===== src/rtl/srate_crush.sv =====
// Sample-rate crusher: holds three audio channels for P sample ticks, with P set by a CV input.
// Optional period jitter compiled in with SRATE_CRUSH_JITTER_EN.

module srate_crush #(
  parameter int W = 16
) (
  input  logic         clk,
  input  logic         rst_n,
  input  logic         sample_clk,
  input  logic [W-1:0] sample_in0,
  input  logic [W-1:0] sample_in1,
  input  logic [W-1:0] sample_in2,
  input  logic [W-1:0] sample_in3,
  output logic [W-1:0] sample_out0,
  output logic [W-1:0] sample_out1,
  output logic [W-1:0] sample_out2,
  output logic [W-1:0] sample_out3,
  output logic         capture
);

  // state | meaning
  // IDLE  | out of reset; the first tick always captures
  // HOLD  | holding captured samples; cnt counts ticks left before the next capture
  typedef enum logic {
    IDLE = 1'b0,
    HOLD = 1'b1
  } state_t;

  state_t      state_q, state_d;
  logic        sclk_q;
  logic        tick;
  logic [3:0]  cnt_q, cnt_d;
  logic        take;
  logic [W-1:0] cv_shr;
  logic [4:0]  period;
  logic [3:0]  reload;

  assign sample_out0 = sample_in0;
  assign tick        = sample_clk & ~sclk_q;

  // Hold period from CV: roughly 1 step per 256 mV, negative CV means no crushing.
  assign cv_shr = sample_in0 >> 10;

  always_comb begin
    period = 5'd1;
    if (sample_in0[W-1]) begin
      period = 5'd1;
    end else if (cv_shr >= W'(15)) begin
      period = 5'd16;
    end else begin
      period = {1'b0, cv_shr[3:0]} + 5'd1;
    end
  end

`ifdef SRATE_CRUSH_JITTER_EN
  logic [15:0] lfsr_q;
  logic        lfsr_fb;
  logic [4:0]  reload_sum;

  assign lfsr_fb = lfsr_q[15] ^ lfsr_q[13] ^ lfsr_q[12] ^ lfsr_q[10];

  always_ff @(posedge clk or negedge rst_n) begin
    if (!rst_n) begin
      lfsr_q <= 16'hACE1;
    end else if (tick) begin
      lfsr_q <= {lfsr_q[14:0], lfsr_fb};
    end
  end

  // Stretch the hold by 0..3 ticks, saturating so cnt never exceeds 15.
  assign reload_sum = (period - 5'd1) + {3'b000, lfsr_q[1:0]};
  assign reload     = (reload_sum > 5'd15) ? 4'd15 : reload_sum[3:0];
`else
  logic [4:0] period_m1;

  assign period_m1 = period - 5'd1;
  assign reload    = period_m1[3:0];
`endif

  always_comb begin
    state_d = state_q;
    cnt_d   = cnt_q;
    take    = 1'b0;
    case (state_q)
      IDLE: begin
        if (tick) begin
          take    = 1'b1;
          cnt_d   = reload;
          state_d = HOLD;
        end
      end
      HOLD: begin
        if (tick) begin
          if (cnt_q == 4'd0) begin
            take  = 1'b1;
            cnt_d = reload;
          end else begin
            cnt_d = cnt_q - 4'd1;
          end
        end
      end
      default: begin
        state_d = IDLE;
        cnt_d   = 4'd0;
      end
    endcase
  end

  always_ff @(posedge clk or negedge rst_n) begin
    if (!rst_n) begin
      state_q <= IDLE;
      cnt_q   <= 4'd0;
      sclk_q  <= 1'b0;
      capture <= 1'b0;
    end else begin
      state_q <= state_d;
      cnt_q   <= cnt_d;
      sclk_q  <= sample_clk;
      capture <= take;
    end
  end

  always_ff @(posedge clk or negedge rst_n) begin
    if (!rst_n) begin
      sample_out1 <= '0;
      sample_out2 <= '0;
      sample_out3 <= '0;
    end else if (take) begin
      sample_out1 <= sample_in1;
      sample_out2 <= sample_in2;
      sample_out3 <= sample_in3;
    end
  end

endmodule


===== config.mk =====
export PLATFORM = sky130hd
export DESIGN_NAME = srate_crush
export DESIGN_NICKNAME = d
export VERILOG_FILES = /design/src/rtl/srate_crush.sv
export SDC_FILE = /design/constraint.sdc
export NUM_CORES = 1
export LEC_CHECK = 0
export ABC_AREA = 1
export CORE_MARGIN = 2
export CORE_UTILIZATION = 35
export DETAILED_ROUTE_END_ITERATION = 6
export PLACE_DENSITY = 0.73
export RECOVER_POWER = 100
export SLEW_MARGIN = 20
export SYNTH_ARGS = -nofsm -noshare
export SYNTH_HDL_FRONTEND = slang
export SYNTH_SLANG_ARGS = --single-unit

===== constraint.sdc =====
create_clock -name clk -period 3.5 [get_ports clk]
set_input_delay 0.35 -clock clk [delete_from_list [all_inputs] [get_ports clk]]
set_output_delay 0.35 -clock clk [all_outputs]
set_load 0.02 [all_outputs]

* Word level (Yosys, flattened, before mapping)
Cells that the tools add are included.
** Storage, ports and cells
- Word-level logic and storage cells :: 29
- Register bits after elaboration :: 55
** Operators by class
- Bitwise operators :: 3
- $add $sub $neg :: 3
- Equal/unequal tests :: 2
- Muxes and demuxes :: 11
- Reductions and logical operators :: 2
- $lt $le $gt $ge :: 1
** Operators by type and width (number)
- 2-to-1 mux 4 bit :: 5
- case mux 4 bit (2 select lines) :: 1
- subtractor 4 x 1 -> 4 bit (second input constant) :: 2
- greater-or-equal comparator 6 x 4 -> 1 bit (second input constant) :: 1
- adder 4 x 1 -> 4 bit (second input constant) :: 1
- zero test 4 bit :: 1
- 2-to-1 mux 1 bit :: 4
- != test 2 x 1 -> 1 bit (second input constant) :: 1
- != test 2 bit (second input constant) :: 1
- inverter 1 bit :: 2
- case mux 1 bit (2 select lines) :: 1
- AND reduction 2 bit :: 1
- bitwise AND 1 bit :: 1

* Depth between registers and ports, before layout
Gate-level depths: netlist of the first run.
- Depth after elaboration :: 7
- Depth in mapped cells :: 12
- Mapped depth without buffers :: 12

* Least setup slack after synthesis of the first run
No wires, ideal clock.
- Path type :: register -> register
- Start :: reg cnt_q[0]
- End :: reg sample_out1[10]
- Path slack :: 2.066 ns
- Period minus slack after synthesis :: 1.434 ns
- Required time :: 3.384 ns
- Stages on the path, launching flop included :: 12
- Setup time :: 0.116 ns
- Data arrival time :: 1.317 ns
- Cells stage by stage :: dfrtp_1 > inv_1 > ha_1 > inv_1 > nor2_4 > nand2_4 > nand2_4 > nand2_4 > buf_6 > buf_4 > nand2_1 > nand2_1
** Between the ends
- Cells in the longest elaborated chain, start to end :: 4
** Ends and longest elaborated chain
- start, declared :: line 32 : logic [3:0] cnt_q, cnt_d;
- start signal, assigned :: line 117 : cnt_q <= cnt_d;
- zero test 4 bit :: line 94 : if (cnt_q == 4'd0) begin
- 2-to-1 mux 1 bit :: line 94
- 2-to-1 mux 1 bit :: line 93 : if (tick) begin
- case mux 1 bit (2 select lines) :: line 84 : case (state_q)
- end signal, assigned :: line 129 : sample_out1 <= sample_in1;
- end, declared :: line 15 : output logic [W-1:0] sample_out1,
Every way passes these cells.
A chain may end at the register's enable or synchronous reset.

* Worst setup path after layout of the first run
- Start :: in sample_clk
- End :: reg sample_out1[12]
** Between the ends
- Cells in the longest elaborated chain, start to end :: 3
- Elaborated cells between the ends (all ways) :: 4
- Those cells by class :: 3 x mux; 1 x bitwise
** Ends and longest elaborated chain
- start, declared :: line 9 : input logic sample_clk,
- bitwise AND 1 bit (*) :: line 39 : assign tick = sample_clk & ~sclk_q;
- 2-to-1 mux 1 bit, on equally long branches :: line 93, 86
- case mux 1 bit (2 select lines) (*) :: line 84
Mark *: on every way between the ends. The rest lies on a longest branch, timed or not.

==> run_results.csv, run 1 <==
group,metric,value,unit
synthesis,netlist.top_cell.by_area,"dfrtp_1",
synthesis,yosysSeqAreaShare,0.5484,
worst_setup_path,cp_common_cell,"nand2_1",
global_routing,grt_pass1_vias,2139,
global_routing,grt_max_degree,50,
cells_and_area,diodes,0,
cells_and_area,nNetsFinal,455,
synthesis,netlist_top_cells_area,"dfrtp_1 55%, nand2_1 23%, buf_4 5.4%, nand2_2 2.5%, inv_1 1.9%",
worst_setup_path,cp_slowest_cell,"dlygate4sd3_1",
global_routing,overflow,0,
worst_setup_path,start_kind,"input pin",
timing,tightestPinTransition,1.587,ns
synthesis,synth_top_area_share,0.5484,
die,ios,132,
cts,cts.repair.resized,0,
placed_design,dpl.cell_count,474,
synthesis,ys_warn_count,0,
cts,root_buffer,"clkbuf_8",
power,power_density,762.3,nW/um^2
worst_setup_path,cp_top_family,"buffers and inverters",
timing,hold_viol_final,0,
detailed_routing,final_antenna_net_count,0,
cts,cts_tree,"done",
die,die_h,88.68,um
die,die_area,7864,um^2
worst_setup_path,crit_type,"in -> reg",
global_routing,track_usage,0.1514,
cts,clock-sinks,55,
timing,fin_tns_setup,0,ns
cts,htree_levels,2,
worst_setup_path,cp-end-kind,"flip-flop",
detailed_routing,dr.pass1.iters,4,
worst_setup_path,r2r-end,"sample_out1[12]",
synthesis,ys.flop_type,"dfrtp_1",
cts,cts_buffers,5,
detailed_routing,wl_per_cell,11.69,um
die,core-area,6869,um^2
synthesis,synth_most_common_cell,"nand2_1",
die,initial_utilization,0.3654,
placed_design,gp_congestion,0.7565,
worst_setup_path,reg2reg_from,"sclk_q",
timing,min_period_over_period,0.6617,
detailed_routing,drtIter0Drc,78,
synthesis,postSynth.asyncResetShare,1.000,
worst_setup_path,crit_path_end,"sample_out1[12]",
synthesis,synth_common_cells,"152 x nand2_1, 55 x dfrtp_1, 18 x buf_4",
synthesis,synth_nets,362,
synthesis,avgSynthCellArea,8.596,um^2
timing,period_minus_slack,2.316,ns
global_routing,grt_pass1_wl,9453,um
timing,maxSlewViolCount,31,
worst_setup_path,cp-startpoint,"sample_clk",
cts,cts_hold_buf,0,
job,cap_viol_max_count,1,
worst_setup_path,cp_max_fo,49,
synthesis,synth_edf_count,0,
worst_setup_path,r2r_cells,5,
synthesis,ys_ff_latch,55,
worst_setup_path,critPathMaxStageDelay,0.55,ns
timing,slew_headroom,-0.05808,
detailed_routing,via_count,2126,
timing,setup-violations-final,0,
worst_setup_path,path_cells,"dlygate4sd3_1 -> inv_1 -> nor2_1 -> nand2_4 -> inv_4 -> nand2_1 -> nand2_1",
worst_setup_path,critical_path_depth,7,
global_routing,antenna_found_initial,0,
cells_and_area,n_fill_cell,662,
run_status,status,"complete, but fails checks",
synthesis,netlist_area,2510,um^2
synthesis,synthCells,292,
worst_setup_path,critPathBufInv,3,
detailed_routing,wirelength,5636,um
detailed_routing,viasPerCell,4.411,
cts,clk_latency,0.30,ns
die,die_width,88.68,um
timing,max_freq,0.4318,GHz
die,std_cell_rows,30,
cells_and_area,finalNonFillerCells,482,
cells_and_area,drive_above_1_share,0.04663,
worst_setup_path,cp.required,3.75,ns
hold_path,hold_path_class,"in -> async",
power,p_leak,0.001869,uW
run_status,violations,"max-capacitance violations, max-slew violations",
synthesis,ys_types,26,
cells_and_area,area_delta_synth_final,43.17,%
cts,path_clk_slew,0.10,ns
power,vdd_drop_max,0.3205,mV
timing,clock_skew,0.01513,ns
timing,rsz0062_at_grt,"false",
detailed_routing,drc_errors,0,
cts,cts_max_path_buffers,2,
placed_design,hpwl,4154,um
worst_setup_path,worst-r2r-setup-slack,1.45,ns
cts,post_cts_buffers,0,
placed_design,port_buffers,111,
worst_setup_path,crit_arrival,2.56,ns
==> cells by family after synthesis <==
| family | after synthesis | synth area share |
|---|---|---|
| compound gates | 12 | 0.02542 |
| xor+xnor | 1 | 0.003490 |
| fa+ha+maj | 3 | 0.01496 |
| buf+inv | 41 | 0.1022 |
| flops | 55 | 0.5484 |
| simple gates | 180 | 0.3056 |
==> registers in the layout (all words and copies together) (netlist names) <==
| name | cells |
|---|---|
| cnt_q | 4 |
| sample_out3 | 16 |
| sample_out2 | 16 |
| sample_out1 | 16 |
| capture | 1 |
| sclk_q | 1 |
| state_q | 1 |
==> layout by cell type, fill, tap and decap left out <==
cell             instances
a21oi_1                  4
buf_4                    1
clkbuf_1                 1
clkbuf_8                 5
clkdlybuf4s50_1         53
clkinv_2                 3
dfrtp_1                 55
dlygate4sd3_1           57
ha_1                     3
inv_1                   13
inv_2                    1
inv_4                    1
nand2_1                161
nand2_2                  1
nand2_4                  3
nand3_1                  6
nand3_2                  1
nand3b_1                 1
nand4_1                  1
nor2_1                   3
nor2_2                   1
nor2_4                   1
nor3_1                   1
o21ai_0                  6
o21bai_1                 1
o22ai_1                  1
xor2_1                   1
==> where the power goes <==
group / internal, uW / switching, uW
clock: 138 / 201
combinational: 582 / 726
sequential: 927 / 165
==> per-stage QoR <==
stage               setup WS, ns  hold slack, ns  area [um^2]  power, uW  utilization
finish                     1.184          0.4326         3593       2739       0.5231
global route              0.9258          0.5149         3593       2952       0.5231
CTS                        1.382         0.09600         3630       2896       0.5284
detailed placement         1.214          0.4267         3546       2547       0.5162
global placement           1.327          0.4100         3546       2517       0.5162
floorplan                  2.066         0.05441         2510       1839            -
==> cell type report <==
type | instances | area (um^2) | share of cell area
Clock buffer | 5 | 68.82 | 0.01915
Clock inverter | 3 | 15.01 | 0.004178
Inverter | 15 | 58.81 | 0.01636
Multi-Input combinational cell | 196 | 842.1 | 0.2343
Sequential cell | 55 | 1376 | 0.3830
Tap cell | 96 | 120.1 | 0.03343
Timing Repair Buffer | 112 | 1112 | 0.3095
==> worst min-delay path by stage <==
stage / from / endpoint / depth (start not counted)
after floorplan: rst_n / capture / 0
after global placement: rst_n / cnt_q[2] / 1
after detailed placement: rst_n / sclk_q / 1
after CTS: rst_n / state_q / 1
after global routing: sample_out2[8] / sample_out2[8] / 2
final: rst_n / state_q / 1
==> per-layer routing <==
metal / vias to the layer above / share of wire / track usage
met4: 0 / 0.015 / 0.04683
met5: - / 0 / 0
li1: 1057 / - / -
met2: 73 / 0.48 / 0.2510
met3: 10 / 0.073 / 0.04664
met1: 986 / 0.43 / 0.1898
==> worst reg2reg max path: stages (launching register included) <==
cell	delay, ns
dfrtp_1	0.38
nor2_1	0.46
nand2_4	0.41
inv_4	0.55
nand2_1	0.13
nand2_1	0.09
Note: power is estimated with default switching activity, not from simulation.
==> inputs of run 2 (changes only) <==
--- a/config.mk
+++ b/config.mk
@@ -9,7 +9,7 @@
 export CORE_MARGIN = 2
 export CORE_UTILIZATION = 35
 export DETAILED_ROUTE_END_ITERATION = 6
-export PLACE_DENSITY = 0.73
+export PLACE_DENSITY = 0.75
 export RECOVER_POWER = 100
 export SLEW_MARGIN = 20
 export SYNTH_ARGS = -nofsm -noshare
==> constraint.sdc (replaced) <==
create_clock -name clk -period 1.9 [get_ports clk]
set_input_delay 0.19 -clock clk [delete_from_list [all_inputs] [get_ports clk]]
set_output_delay 0.19 -clock clk [all_outputs]
set_load 0.02 [all_outputs]
==> run 2 against run 1 <==
  * The run now ends clean
  * Via count increased by 0.38%
  * Total power increased by 87%
  * Critical path depth increased by 3
  * Worst setup slack got worse by 0.99 ns
  * Combinational power increased by 88%
  * Sequential cell count unchanged
  * Cell count increased by 1.2%
  * Global-route usage decreased by 0.35 points
  * Clock power increased by 97%
  * Register-to-register slack got worse by 1.2 ns
  * Wire length increased by 0.83%
  * Critical path type unchanged
  * Largest cell class unchanged
==> run_results.csv, run 2 (same netlist as run 1, synthesis figures left out) <==
group,metric,value,unit
run_status,status,"finished clean",
die,die_h,88.68,um
placed_design,hpwl,4313,um
global_routing,overflow,0,
timing,clock_skew,0.005042,ns
timing,max_freq,0.5846,GHz
power,p_leak,0.001913,uW
power,switchingPower,2001,uW
cts,cts_buffers,5,
detailed_routing,drc_errors,0,
cts,cts_tree,"done",
global_routing,grt_pass1_wl,9177,um
timing,period_minus_slack,1.711,ns
power,vdd_drop_max,0.5937,mV
cells_and_area,largestRegisters,"sample_out1: 16 flops, sample_out2: 16 flops, sample_out3: 16 flops",
die,ios,132,
timing,rsz0062_at_grt,"false",
cells_and_area,layout_commonest_cell,"nand2_1",
cells_and_area,diodes,0,
power,power_density,1386,nW/um^2
timing,tightestPinTransition,0.6684,ns
die,initial_utilization,0.3654,
cts,clock-sinks,55,
worst_setup_path,crit_arrival,1.94,ns
detailed_routing,via_count,2134,
global_routing,grt_pass1_vias,2065,
timing,hold_viol_final,0,
placed_design,port_buffers,111,
cts,htree_levels,2,
die,die_area,7864,um^2
cells_and_area,drive_above_1_share,0.06378,
global_routing,grt_util_met1,0.1737,
cts,cts_max_path_buffers,2,
cts,path_clk_slew,0.09,ns
power,p_int,3107,uW
detailed_routing,dr.pass1.iters,4,
detailed_routing,final_antenna_net_count,0,
cells_and_area,area_delta_synth_final,46.91,%
power,p_comb_frac,0.481,
cts,clk_latency,0.30,ns
timing,maxSlewViolCount,0,
timing,setup-violations-final,0,
worst_setup_path,cp-end-kind,"flip-flop",
power,seqPwrFrac,0.389,
worst_setup_path,start_kind,"input pin",
detailed_routing,wl_per_cell,11.65,um
worst_setup_path,r2r_cells,11,
hold_path,hold_path_class,"in -> out",
global_routing,use_met2,0.2632,
worst_setup_path,cp.required,2.13,ns
cts,post_cts_buffers,0,
hold_path,hold_depth,0,
global_routing,antenna_found_initial,0,
worst_setup_path,crit_type,"in -> reg",
global_routing,top_usage_layer,"met2",
global_routing,grt_use_met3,0.04478,
cells_and_area,n_fill_cell,658,
cells_and_area,nNetsFinal,461,
cts,root_buffer,"clkbuf_8",
power,p_clk_frac,0.131,
timing,fin_tns_setup,0,ns
global_routing,track_usage,0.1479,
cells_and_area,final_area,3687,um^2
global_routing,grt_max_degree,49,
placed_design,gp_congestion,0.8803,
detailed_routing,wirelength,5683,um
die,core-area,6869,um^2
job,cap_viol_max_count,0,
worst_setup_path,cp_max_fo,4,
detailed_routing,viasPerCell,4.373,
detailed_routing,drtIter0Drc,60,
timing,min_period_over_period,0.9003,
timing,slew_headroom,0.5544,
power,switching_share,0.3917,
die,die_width,88.68,um
placed_design,placed_area,3608,um^2
cells_and_area,final_cell_mix,"159 x nand2_1, 58 x dlygate4sd3_1, 55 x dfrtp_1",
die,std_cell_rows,30,
[run 2: through the flow]
step	power [uW]	util	cells	worst slack (ns)	hold slack [ns]
floorplan	3388	-	292	0.4663	-0.1056
global placement	4655	0.5253	479	0.1231	0.2183
detailed placement	4707	0.5253	479	0.01773	0.2271
CTS	5404	0.5406	488	0.1512	0.3661
global route	5484	0.5368	488	0.06619	0.3800
finish	5109	0.5368	488	0.1894	0.3800
[run 2: cell type report]
class | instances | area (um^2) | area share
clock buffers | 7 | 86.33 | 0.02341
repair buffers | 118 | 1190 | 0.3227
flip-flops and latches | 55 | 1376 | 0.3733
multi-input cells | 196 | 847.1 | 0.2297
clock inverters | 1 | 8.758 | 0.002375
inverters | 15 | 58.81 | 0.01595
well taps | 96 | 120.1 | 0.03258
[run 2: final timing paths]
check | slack (ns) | start | end
worst max-delay path | 0.19 | sample_in0[10] | cnt_q[2]
worst min-delay path | 0.38 | sample_in0[0] | sample_out0[0]
worst max register to register | 0.25 | cnt_q[0] | sample_out2[7]
worst min register to register | 0.48 | sample_out3[4] | sample_out3[4]
max in group asynchronous | 0.87 | rst_n | sample_out1[8]
min in group asynchronous | 0.45 | rst_n | cnt_q[2]
[run 2: repair_timing]
action | in CTS | in global routing
resized for setup | 0 | 1
hold buffers | 1 | 0
endpoints found under the hold margin | 24 | 0
setup endpoints to repair | 0 | 7
[run 2: power by group through the flow]
stage | registers (uW) | clock network (uW) | logic, uW
floorplan | 2640 | 0 | 750
global placement | 2020 | 0 | 2630
detailed placement | 2020 | 0 | 2680
CTS | 2010 | 699 | 2690
global route | 2050 | 734 | 2700
finish | 1990 | 668 | 2460
[run 2: metal layers]
metal	vias up	wire, um
li1	1071	-
met3	10	354
met4	0	68
met1	984	2465
met2	69	2794
met5	-	0
[run 2: worst max-delay path, cell delays in order]
cell and delay [ns]:
dlygate4sd3_1 0.58, ha_1 0.25, nand3_1 0.14, nand3_1 0.08, nand2_1 0.10, inv_1 0.07
ha_1 0.20, o22ai_1 0.13, a21oi_1 0.05, o21ai_0 0.14
==> inputs of run 3 (changes only) <==
==> constraint.sdc (replaced) <==
create_clock -name clk -period 1.9 [get_ports clk]
set_input_delay 0.57 -clock clk [delete_from_list [all_inputs] [get_ports clk]]
set_output_delay 0.57 -clock clk [all_outputs]
set_load 0.02 [all_outputs]
==> run 3 against run 2 <==
  * Critical path type is now in -> out
  * Critical path depth down 8
  * Via count rose by 2.1%
  * Clock skew shrank 0.0022 ns
  * Worst setup slack got worse by 0.16 ns
  * Clock power rose by 12%
  * Combinational power is 6% higher
  * Worst hold slack improved by 0.11 ns
  * Fmax down 8.5%
  * Clock-buffer cell count is 1 lower
  * Design area up 2.7%
==> run_results.csv, run 3 (same netlist as run 1, synthesis figures left out) <==
group,metric,value,unit
power,power_density,1419,nW/um^2
timing,max_freq,0.5349,GHz
placed_design,hpwl,4486,um
detailed_routing,wirelength,6018,um
die,initial_utilization,0.3654,
cells_and_area,diodes,0,
die,core-area,6869,um^2
cts,htree_levels,2,
timing,hold_viol_final,0,
die,die_width,88.68,um
placed_design,pre_cts_ws,-0.3601,ns
worst_setup_path,crit_type,"in -> out",
detailed_routing,dr.pass1.iters,4,
cells_and_area,nNetsFinal,473,
timing,rsz0062_at_grt,"false",
detailed_routing,viasPerCell,4.365,
worst_setup_path,critPathMaxStageDelay,0.47,ns
die,die_h,88.68,um
cts,cts_buffers,5,
worst_setup_path,cp_max_fo,2,
worst_setup_path,cp.required,1.33,ns
cells_and_area,layout_commonest_cell,"nand2_1",
global_routing,grt_max_degree,56,
timing,tightestPinTransition,1.323,ns
global_routing,grt_pass1_wl,9577,um
detailed_routing,final_antenna_net_count,0,
job,cap_viol_max_count,0,
worst_setup_path,cp_top_family,"buffers and inverters",
placed_design,port_buffers,111,
worst_setup_path,cp_slowest_cell,"clkdlybuf4s50_1",
cts,cts_tree,"done",
detailed_routing,wl_per_cell,12.06,um
power,finalPower,5371,uW
cells_and_area,largestRegisters,"sample_out1: 16 flops, sample_out2: 16 flops, sample_out3: 16 flops",
die,die_area,7864,um^2
detailed_routing,via_count,2178,
timing,holdWs,0.4851,ns
cts,cts_max_path_buffers,2,
timing,setup-violations-final,0,
power,p_leak,0.001904,uW
cts,root_buffer,"clkbuf_8",
cts,path_clk_slew,0.09,ns
global_routing,track_usage,0.1546,
hold_path,hold_path_class,"reg -> reg",
worst_setup_path,crit_arrival,1.30,ns
timing,min_period_over_period,0.9840,
cells_and_area,drive_above_1_share,0.1191,
cts,cts_hold_buf,0,
timing,clock_skew,0.002854,ns
detailed_routing,drtIter0Drc,107,
timing,period_minus_slack,1.870,ns
worst_setup_path,path_cells,"clkdlybuf4s50_1 -> clkdlybuf4s15_2",
global_routing,grt_pass1_vias,2201,
timing,slew_headroom,0.1181,
die,std_cell_rows,30,
worst_setup_path,start_kind,"input pin",
cts,clock-sinks,55,
run_status,status,"finished clean",
cells_and_area,area_delta_synth_final,50.85,%
detailed_routing,drc_errors,0,
timing,worst_slack,0.03042,ns
global_routing,overflow,0,
worst_setup_path,critPathBufInv,2,
global_routing,antenna_found_initial,0,
cells_and_area,final_cell_mix,"158 x nand2_1, 94 x clkdlybuf4s50_1, 55 x dfrtp_1",
die,ios,132,
timing,maxSlewViolCount,0,
cts,clk_latency,0.30,ns
worst_setup_path,cp-end-kind,"primary output",
placed_design,gp_congestion,0.8126,
power,vdd_drop_max,0.6056,mV
==> run 3: power by group <==
group / leakage [uW] / switching [uW] / internal, uW
logic: 0.00116 / 1380 / 1220
clock network: 0.0000513 / 362 / 387
registers: 0.000688 / 317 / 1710
total: 0.00190 / 2050 / 3320
==> run 3: worst paths after layout <==
path	start	endpoint	slack (ns)	cells past startpoint
min in group asynchronous	rst_n	sample_out3[2]	0.62	2
min	sample_out3[0]	sample_out3[0]	0.49	2
max reg2reg	cnt_q[0]	sample_out3[4]	0.20	11
min reg2reg	sample_out3[0]	sample_out3[0]	0.49	2
max	sample_in0[15]	sample_out0[15]	0.03	2
max in group asynchronous	rst_n	sample_out2[13]	0.46	2
==> run 3: timing repair <==
item                                    4_1_cts  5_1_grt
pin swaps                                     1        1
buffers inserted                              0        1
endpoints found under the setup margin        8       14
resized for setup                            23       21
==> run 3: metrics by stage <==
| step | utilization | cell area, um^2 | TNS, ns | instances |
|---|---|---|---|---|
| after global placement | 0.5403 | 3711 | -3.298 | 491 |
| after floorplan | - | 2510 | 0 | 292 |
| final | 0.5512 | 3786 | 0 | 499 |
| after detailed placement | 0.5403 | 3711 | -4.216 | 491 |
| after CTS | 0.5588 | 3839 | 0 | 498 |
| after global routing | 0.5512 | 3786 | 0 | 499 |
==> run 3: cell type report <==
type	instances	area [um^2]
Inverter	15	56.30
Multi-Input combinational cell	196	914.6
Fill cell	613	3083
Sequential cell	55	1376
Clock inverter	1	30.03
Timing Repair Buffer	130	1216
Tap cell	96	120.1
Clock buffer	6	72.57
==> run 3: layer usage <==
metal	up-vias	global-route usage	part of all wire
met5	-	0	0
met4	0	0.04132	0.015
met3	12	0.03731	0.059
met2	73	0.2809	0.52
met1	1004	0.1816	0.41
li1	1089	-	-
